--- src/rtl/lsu_pkg.sv ---
// lsu_pkg: shared types, mask encodings and alignment helper for the LSU request queue
package lsu_pkg;
    typedef enum logic [2:0] {Q_IDLE, Q_ISSUE, Q_WAIT_HI, Q_WAIT_LO, Q_RESP} q_state_e;
    localparam logic [2:0] MASK_BYTE = 3'b001;
    localparam logic [2:0] MASK_HALF = 3'b011;
    localparam logic [2:0] MASK_WORD = 3'b111;
    localparam logic [31:0] LED_ADDR = 32'h0000_2000;
    typedef struct packed {
        logic        write;
        logic [31:0] addr;
        logic [31:0] wdata;
        logic [3:0]  sign_mask;
    } lsu_req_t;
    localparam int REQ_W = $bits(lsu_req_t);
    // Illegal size encodings are reported the same way as misaligned addresses.
    function automatic logic misaligned(input logic [3:0] m, input logic [31:0] a);
        return (m[2:0] == MASK_HALF) ? a[0] :
               (m[2:0] == MASK_WORD) ? (a[1:0] != 2'b00) :
               (m[2:0] != MASK_BYTE);
    endfunction
endpackage

--- src/rtl/lsu_sync_fifo.sv ---
// lsu_sync_fifo: single-clock FIFO, DEPTH a power of two, count-based full/empty
// Ports: push_i/wdata_i write side, pop_i/rdata_o read side (rdata_o shows the head), full_o/empty_o status.
module lsu_sync_fifo #(
    parameter int DEPTH = 2,
    parameter int WIDTH = 8
) (
    input  logic             clk,
    input  logic             rst_n,
    input  logic             push_i,
    input  logic [WIDTH-1:0] wdata_i,
    input  logic             pop_i,
    output logic [WIDTH-1:0] rdata_o,
    output logic             full_o,
    output logic             empty_o
);
    localparam int AW = $clog2(DEPTH);
    logic [WIDTH-1:0] mem_q [DEPTH];
    logic [AW-1:0] wr_ptr_q, rd_ptr_q;
    logic [AW:0] count_q;
    logic do_push, do_pop;
    assign full_o  = count_q == (AW+1)'(DEPTH);
    assign empty_o = count_q == '0;
    assign do_push = push_i && !full_o;
    assign do_pop  = pop_i && !empty_o;
    assign rdata_o = mem_q[rd_ptr_q];
    always_ff @(posedge clk or negedge rst_n) begin
        if (!rst_n) begin
            wr_ptr_q <= '0;
            rd_ptr_q <= '0;
            count_q  <= '0;
        end else begin
            if (do_push) wr_ptr_q <= wr_ptr_q + AW'(1);
            if (do_pop) rd_ptr_q <= rd_ptr_q + AW'(1);
            count_q <= count_q + (AW+1)'(do_push) - (AW+1)'(do_pop);
        end
    end
    always_ff @(posedge clk) begin
        if (do_push) mem_q[wr_ptr_q] <= wdata_i;
    end
endmodule

--- src/rtl/lsu_req_queue.sv ---
// lsu_req_queue: buffers LSU requests and sequences them one at a time onto a stalling data cache
// Ports: req_* request handshake in, cache command out (addr/write_data/memread/memwrite/sign_mask),
// read_data_i/clk_stall_i from the cache, rsp_* one-cycle response strobe, busy_o activity flag.
module lsu_req_queue
    import lsu_pkg::*;
#(
    parameter int DEPTH = 2
) (
    input  logic        clk,
    input  logic        rst_n,
    input  logic        req_valid_i,
    output logic        req_ready_o,
    input  logic        req_write_i,
    input  logic [31:0] req_addr_i,
    input  logic [31:0] req_wdata_i,
    input  logic [3:0]  req_sign_mask_i,
    output logic [31:0] addr_o,
    output logic [31:0] write_data_o,
    output logic        memread_o,
    output logic        memwrite_o,
    output logic [3:0]  sign_mask_o,
    input  logic [31:0] read_data_i,
    input  logic        clk_stall_i,
    output logic        rsp_valid_o,
    output logic [31:0] rsp_rdata_o,
    output logic        rsp_is_load_o,
    output logic        rsp_err_o,
    output logic        busy_o
);
    q_state_e state_q, state_d;
    lsu_req_t req, head;
    logic full, empty, issue, mis, cmd;
    logic [31:0] addr_q, addr_d, wdata_q, wdata_d, rdata_q, rdata_d;
    logic [3:0] mask_q, mask_d;
    logic err_q, err_d, is_load_q, is_load_d;
    assign req = '{write: req_write_i, addr: req_addr_i, wdata: req_wdata_i, sign_mask: req_sign_mask_i};
    assign req_ready_o = !full;
    lsu_sync_fifo #(.DEPTH(DEPTH), .WIDTH(REQ_W)) u_fifo (
        .clk     (clk),
        .rst_n   (rst_n),
        .push_i  (req_valid_i),
        .wdata_i (req),
        .pop_i   (issue),
        .rdata_o (head),
        .full_o  (full),
        .empty_o (empty)
    );
    assign issue = state_q == Q_ISSUE;
    assign mis   = misaligned(head.sign_mask, head.addr);
    // A rejected entry still pops, but never reaches the cache.
    assign cmd        = issue && !mis;
    assign memread_o  = cmd && !head.write;
    assign memwrite_o = cmd && head.write;
    always_comb begin
        state_d = state_q;
        case (state_q)
            Q_IDLE:    state_d = (!empty && !clk_stall_i) ? Q_ISSUE : Q_IDLE;
            Q_ISSUE:   state_d = mis ? Q_RESP : Q_WAIT_HI;
            Q_WAIT_HI: state_d = clk_stall_i ? Q_WAIT_LO : Q_WAIT_HI;
            Q_WAIT_LO: state_d = clk_stall_i ? Q_WAIT_LO : Q_RESP;
            Q_RESP:    state_d = empty ? Q_IDLE : Q_ISSUE;
            default:   state_d = Q_IDLE;
        endcase
    end
    // Cache-side fields follow the head during issue and hold the last issued command otherwise.
    always_comb begin
        addr_d    = cmd ? head.addr : addr_q;
        wdata_d   = cmd ? head.wdata : wdata_q;
        mask_d    = cmd ? head.sign_mask : mask_q;
        err_d     = issue ? mis : err_q;
        is_load_d = issue ? !head.write : is_load_q;
        rdata_d   = issue ? '0 :
                    (state_q == Q_WAIT_LO && !clk_stall_i && is_load_q) ? read_data_i : rdata_q;
    end
    always_ff @(posedge clk or negedge rst_n) begin
        if (!rst_n) begin
            state_q   <= Q_IDLE;
            addr_q    <= '0;
            wdata_q   <= '0;
            mask_q    <= '0;
            err_q     <= 1'b0;
            is_load_q <= 1'b0;
            rdata_q   <= '0;
        end else begin
            state_q   <= state_d;
            addr_q    <= addr_d;
            wdata_q   <= wdata_d;
            mask_q    <= mask_d;
            err_q     <= err_d;
            is_load_q <= is_load_d;
            rdata_q   <= rdata_d;
        end
    end
    assign addr_o        = addr_d;
    assign write_data_o  = wdata_d;
    assign sign_mask_o   = mask_d;
    assign rsp_valid_o   = state_q == Q_RESP;
    assign rsp_err_o     = rsp_valid_o && err_q;
    assign rsp_is_load_o = rsp_valid_o && is_load_q;
    assign rsp_rdata_o   = rdata_q;
    assign busy_o        = !empty || state_q != Q_IDLE;
endmodule
--- config.mk ---
export PLATFORM = sky130hd
export DESIGN_NAME = lsu_req_queue
export DESIGN_NICKNAME = d
export VERILOG_FILES = /design/src/rtl/lsu_pkg.sv /design/src/rtl/lsu_sync_fifo.sv /design/src/rtl/lsu_req_queue.sv
export SDC_FILE = /design/constraint.sdc
export NUM_CORES = 1
export LEC_CHECK = 0
export BUFFER_PORTS_ARGS = -buffer_cell sky130_fd_sc_hd__buf_2
export CELL_PAD_IN_SITES_DETAIL_PLACEMENT = 0
export CELL_PAD_IN_SITES_GLOBAL_PLACEMENT = 1
export CORE_MARGIN = 5
export CORE_UTILIZATION = 35
export CTS_BUF_LIST = sky130_fd_sc_hd__clkbuf_8 sky130_fd_sc_hd__clkbuf_16
export DETAILED_ROUTE_END_ITERATION = 12
export PLACE_DENSITY = 0.71
export SLEW_MARGIN = 20
export SYNTH_ARGS = -nofsm -noshare
export SYNTH_HDL_FRONTEND = slang
export SYNTH_SLANG_ARGS = --single-unit
export TNS_END_PERCENT = 20
--- constraint.sdc ---
create_clock -name clk -period 9.5 [get_ports clk]
set_input_delay 0.475 -clock clk [delete_from_list [all_inputs] [get_ports clk]]
set_output_delay 0.475 -clock clk [all_outputs]
set_load 0.05 [all_outputs]
-- Word-level counts from Yosys, hierarchy flattened
Memories as Yosys holds them, arrays and structs flattened.
Index checks and enable logic that the tools add are counted.
- bits in registers: 109
- RAM bits: 138
- input bits: 105
- output and inout port bits: 107
- logic and storage cells: 59
- memories: 1
- memories (memory ; words ; width ; read ports ; clocked after memory_dff ; write ports ; RTL line ; RTL):
    u_fifo.mem_q ; 2 ; 69 ; 1 ; 0 ; 1 ; lsu_sync_fifo.sv:17 ; logic [WIDTH-1:0] mem_q [DEPTH];
- add/subtract/negate cells: 4
- eq/ne operators: 8
- multiplexer cells: 15
- reduce and logical (&&, ||, !) cells: 21
- operator list (operator ; number):
    two-way mux 32 bit ; 4
    case mux 3 bit (5 select lines) ; 1
    logical AND 1 bit ; 10
    equality test 3 x 2 -> 1 bit, second input constant ; 3
    two-way mux 1 bit ; 7
    equality test 3 bit, second input constant ; 2
    two-way mux 3 bit ; 2
    logical NOT 1 bit ; 5
    two-way mux 4 bit ; 1
    nonzero test 2 bit ; 2
    equality test 3 x 1 -> 1 bit, second input constant ; 1
    logical NOT 3 bit ; 1
    != test 3 x 1 -> 1 bit, second input constant ; 1
    nonzero test 3 bit ; 1
    adder 1 bit, second input constant ; 2
    adder 2 x 1 -> 2 bit ; 1
    equality test 2 bit, second input constant ; 1
    logical NOT 2 bit ; 1
    subtractor 2 x 1 -> 2 bit ; 1
    logical OR 1 bit ; 1

-- Depth between registers and ports, before layout
An unclocked memory read counts as a cell.
- depth in word-level cells: 7
- depth in mapped cells: 9
- gate-level depth less buffers: 8

-- By module
From an unflattened synthesis, not the netlist that was laid out.
- cells, all modules: 547
- area total of the unflattened synthesis: 9821.9 um^2
- modules (own cells, without submodules) (module ; instances ; cells an instance ; area an instance (um^2) ; sequential area each (um^2)):
    lsu_sync_fifo ; 1 ; 233 ; 5529.1 ; 4244.1
    lsu_req_queue ; 1 ; 314 ; 4292.9 ; 2627.5

-- Worst setup path after synthesis
Ideal clock, no wire load.
- path type: flip-flop to flip-flop
- start: register u_fifo.count_q[1]
- end: memory u_fifo.mem_q[0][0] (netlist bit), enable pin
- setup time: 0.497 ns
- arrival time: 3.852 ns
- required time: 9.003 ns
- path slack: 5.151 ns
- stages on the path, launching flop included: 4
- buffers on the path: 0
- clock period less this slack: 4.349 ns
- cells stage by stage: dfrtp_1 nand2_1 nand2_1 nor2_1
- word-level cells in the longest chain between the ends: 5
- ends and longest elaborated chain (what ; RTL line ; RTL):
    from (decl) ; lsu_sync_fifo.sv:19 ; logic [AW:0] count_q;
    from (signal assigned) ; lsu_sync_fifo.sv:34 ; count_q <= count_q + (AW+1)'(do_push) - (AW+1)'(do_pop);
    equality test 2 bit ; lsu_sync_fifo.sv:21 ; assign full_o = count_q == (AW+1)'(DEPTH);
    logical NOT 1 bit ; n/a ;
    named net req_ready_o ; lsu_req_queue.sv:12 ; output logic req_ready_o,
    logical AND 1 bit ; lsu_sync_fifo.sv:23 ; assign do_push = push_i && !full_o;
    two-way mux 1 bit ; lsu_sync_fifo.sv:38 ; if (do_push) mem_q[wr_ptr_q] <= wdata_i;
    two-way mux 1 bit (not written as such) ; lsu_sync_fifo.sv:38 ;
    to (decl) ; lsu_sync_fifo.sv:17 ;
The timed path passes the listed nets, and every way through them passes these cells.

-- Worst setup path after layout
- start: register u_fifo.rd_ptr_q
- end: output port write_data_o[10]
- word-level cells in the longest chain between the ends: 7
- elaborated cells between the ends (all ways): 10
- classes of those cells: eq/ne: 3; mux: 3; reduce/logical: 3; memory: 1
- ends and longest elaborated chain (what ; RTL line ; RTL):
    from (decl) ; lsu_sync_fifo.sv:18 ; logic [AW-1:0] wr_ptr_q, rd_ptr_q;
    from (signal assigned) ; lsu_sync_fifo.sv:33 ; if (do_pop) rd_ptr_q <= rd_ptr_q + AW'(1);
    memory (2 x 69 bit) (*) ; n/a ;
    != test 3 x 1 -> 1 bit (tied with other cells) ; lsu_pkg.sv:19 ; (m[2:0] != MASK_BYTE);
    two-way mux 1 bit ; lsu_pkg.sv:18 ; (m[2:0] == MASK_WORD) ? (a[1:0] != 2'b00) :
    two-way mux 1 bit ; lsu_pkg.sv:17 ; return (m[2:0] == MASK_HALF) ? a[0] :
    logical NOT 1 bit ; lsu_req_queue.sv:51 ; assign cmd = issue && !mis;
    logical AND 1 bit ; lsu_req_queue.sv:51 ;
    two-way mux 32 bit (*) ; lsu_req_queue.sv:68 ; wdata_d = cmd ? head.wdata : wdata_q;
    to (decl) ; lsu_req_queue.sv:18 ; output logic [31:0] write_data_o,
Every way passes the cells marked *; elsewhere a longest branch is shown, timed or not.

==> results.ini <==
[status]
status=finished with violations
violations=hold timing

[clocking]
cts_tree=yes
cts_setup_buffers=0
clock-sinks=247
clk_latency_ns=0.52
hold_buffers=0
clk_pin_slew_ns=0.06
cts_buffers=26
post_cts_resized=0
clock_path_buffers=3
cts-root-buf=clkbuf_16
htreeDepth=1

[sta]
tns_ns=0
finalCriticalPeriod_ns=3.86
tightest_slew_ns=1.03
hold-worst-slack_ns=-0.00678
relSlewSlack=0.315
fmax_mhz=259
maxSlewViolCount=0
setup_slack_ns=5.64
finalHoldViolations=6
fin_crit_sh=0.406
clock_skew_ns=0.0104
setup_viol=0
rsz0062_at_grt=false

[flow_run]
drv_cap=0

[worst_setup_path]
arrival_ns=3.38
r2r_slack_ns=6.73
start_kind=flip-flop
endpoint_kind=output port
path_common_cell=buf_4
reg2reg_depth=5
rr_startpoint=u_fifo.rd_ptr_q$_DFFE_PN0P_
r2r_end=wdata_q[10]$_DFF_PN0_
crit_chain=buf_4 -> a32oi_1 -> nor3_4 -> buf_4 -> mux2_2 -> buf_2
path_max_fanout=72
critical_path_class=flip-flop to output port
crit_slowest_cell=buf_4
slowest_delay_ns=0.75
worstPathRequired_ns=9.03

[yosys]
syn_area_sq_um=9230
netlist_instances=557
synth-simple-area-share=0.0633
synth_top_family_by_area=multiplexers
synth_fa_ha_area_frac=0.00271
yosys_most_used_dff=edfxtp_1
synth_compound_area_frac=0.00637
yosysUniqueCellTypes=31
yosysSeqAreaShare=0.745
synth_edf_count=138
synth_top_cell_area_share=0.449
syn_avg_cell_area_sq_um=16.6
synth_xor_area_frac=0.00380
synthTopCellsByArea=edfxtp_1, dfrtp_1, mux2_2
synth-seq-cells=247
yosysMostFrequentCell=edfxtp_1
muxShareOfSynthArea=0.163
synth_top_area_cell=edfxtp_1
synthTopCellsByCount=edfxtp_1, mux2_2, dfrtp_1
async_flop_share=0.441
yosys_warnings=0
syn_nets=664

[route]
drt_iter0_markers=256
dr.pass1.iters=6
wl_per_cell_microns=16.9
drt-total-wl_mm=19.1
vias_per_cell=4.57
drtAntennaViolNets=0
drc_errors=0
num_vias=5175

[place]
place_ws_ns=6.05
portBuffers=211
routabilityCongestion=0.725
hpwlAfterDp_mm=12.4
post_dp_cell_area_sq_um=10700

[worst_hold_path]
hp-class=primary input to async pin

[pwr]
power_leakage_uw=0.00499
power.density_nw_per_um2=366
totalPowerFinal_uw=4210
peakVddDrop_mv=0.249

[finish]
final_area_sq_um=11500
nFillCells=2383
layout-drive-gt1-share=0.491
diodes=0
area_delta_synth_final_pct=24.7
layout.nets=884

[floorplanning]
die-area_sq_um=29700
rows=59
initial_core_util=0.355
coreArea_sq_um=26000
die-width_microns=172
io_pins=212
die_height_microns=172

[global_routing]
antenna_found_initial=0
grt_use_total=0.125
grt_first_pass_wirelength_mm=29.6
grt_overflow=0
grt_pass1_vias=5458
grt_max_degree=73

[critical path: cells and delay by family, from the launching register on]
family / cells / cell delay, ns
AND/OR/NAND/NOR: 1 / 0.21
flip-flops: 1 / 0.40
multiplexers: 1 / 0.41
AO/OA/AOI/OAI: 1 / 0.35
buffers and inverters: 3 / 1.44
[how the worst max path moves through the flow]
| stage | start | to | slack, ns | cells past startpoint |
|---|---|---|---|---|
| floorplan | u_fifo.count_q[1]$_DFF_PN0_ | u_fifo.mem_q[0][0]$_DFFE_PP_ | 5.15 | 3 |
| global placement | u_fifo.rd_ptr_q$_DFFE_PN0P_ | sign_mask_o[2] | 6.14 | 6 |
| detailed placement | u_fifo.rd_ptr_q$_DFFE_PN0P_ | addr_o[29] | 6.05 | 6 |
| CTS | u_fifo.rd_ptr_q$_DFFE_PN0P_ | write_data_o[10] | 5.50 | 6 |
| global route | u_fifo.rd_ptr_q$_DFFE_PN0P_ | write_data_o[4] | 5.35 | 6 |
| finish | u_fifo.rd_ptr_q$_DFFE_PN0P_ | write_data_o[10] | 5.64 | 6 |
[metrics by stage]
step                      utilization  std cells  hold slack (ns)
final                           0.443       1132         -0.00678
after global routing            0.443       1132           0.0441
after CTS                       0.443       1132          0.00326
after detailed placement        0.410       1084            0.436
after global placement          0.410       1084            0.437
after floorplan                     -        557            0.179
[report_power, final]
group / switching, uW / internal (uW) / leakage [uW]
clock: 401 / 590 / 0.000435
sequential: 81.7 / 1480 / 0.00266
combinational: 1180 / 479 / 0.00190
[cells by family after synthesis]
| group | count (synthesis) |
|---|---|
| flops | 247 |
| mux | 134 |
| simple gates | 130 |
| buf+inv | 32 |
| compound gates | 8 |
| xor+xnor | 4 |
| fa+ha+maj | 2 |
[per-layer routing]
metal  wire length (microns)  track usage  share of wire  vias up
li1                        -            -              -     2453
met1                    8130        0.162           0.43     2554
met2                    9440        0.215           0.49      144
met3                    1170       0.0274          0.061       24
met4                     368       0.0290          0.019        0
met5                       0            0              0        -
[final cells by class]
cell class | count | area [sq um] | area share
Clock inverter | 18 | 136 | 0.0118
Inverter | 6 | 22.5 | 0.00196
Multi-Input combinational cell | 278 | 2230 | 0.194
Tap cell | 335 | 419 | 0.0364
Sequential cell | 247 | 6880 | 0.597
Timing Repair Buffer | 218 | 1110 | 0.0965
Clock buffer | 30 | 717 | 0.0623
[state kept, by name, indices dropped and copies added (netlist names)]
signal / flops
u_fifo.count_q: 2
u_fifo.mem_q: 138
state_q: 3
err_q: 1
mask_q: 4
u_fifo.wr_ptr_q: 1
is_load_q: 1
u_fifo.rd_ptr_q: 1
wdata_q: 32
rsp_rdata_o: 32
addr_q: 32
[placed cells by master (no fill, tap or decap), types with 2 or more instances in the layout]
master,Yosys,layout
buf_2,9,210
edfxtp_1,138,138
mux2_2,125,125
dfrtp_1,109,108
nand2_1,74,74
nand3_1,32,32
clkbuf_16,0,27
inv_1,6,12
mux2_1,8,8
buf_4,0,8
nor2b_1,4,4
nand2b_1,4,4
nor2_1,5,4
clkinv_2,0,4
xnor2_1,3,3
clkinvlp_4,0,3
clkinv_1,0,3
clkbuf_8,0,3
or2_2,2,2
o21ai_0,2,2
o22ai_1,2,2
and3_1,3,2
ha_1,2,2
bufinv_16,0,2
No activity file was read; power rests on OpenSTA's default activity.
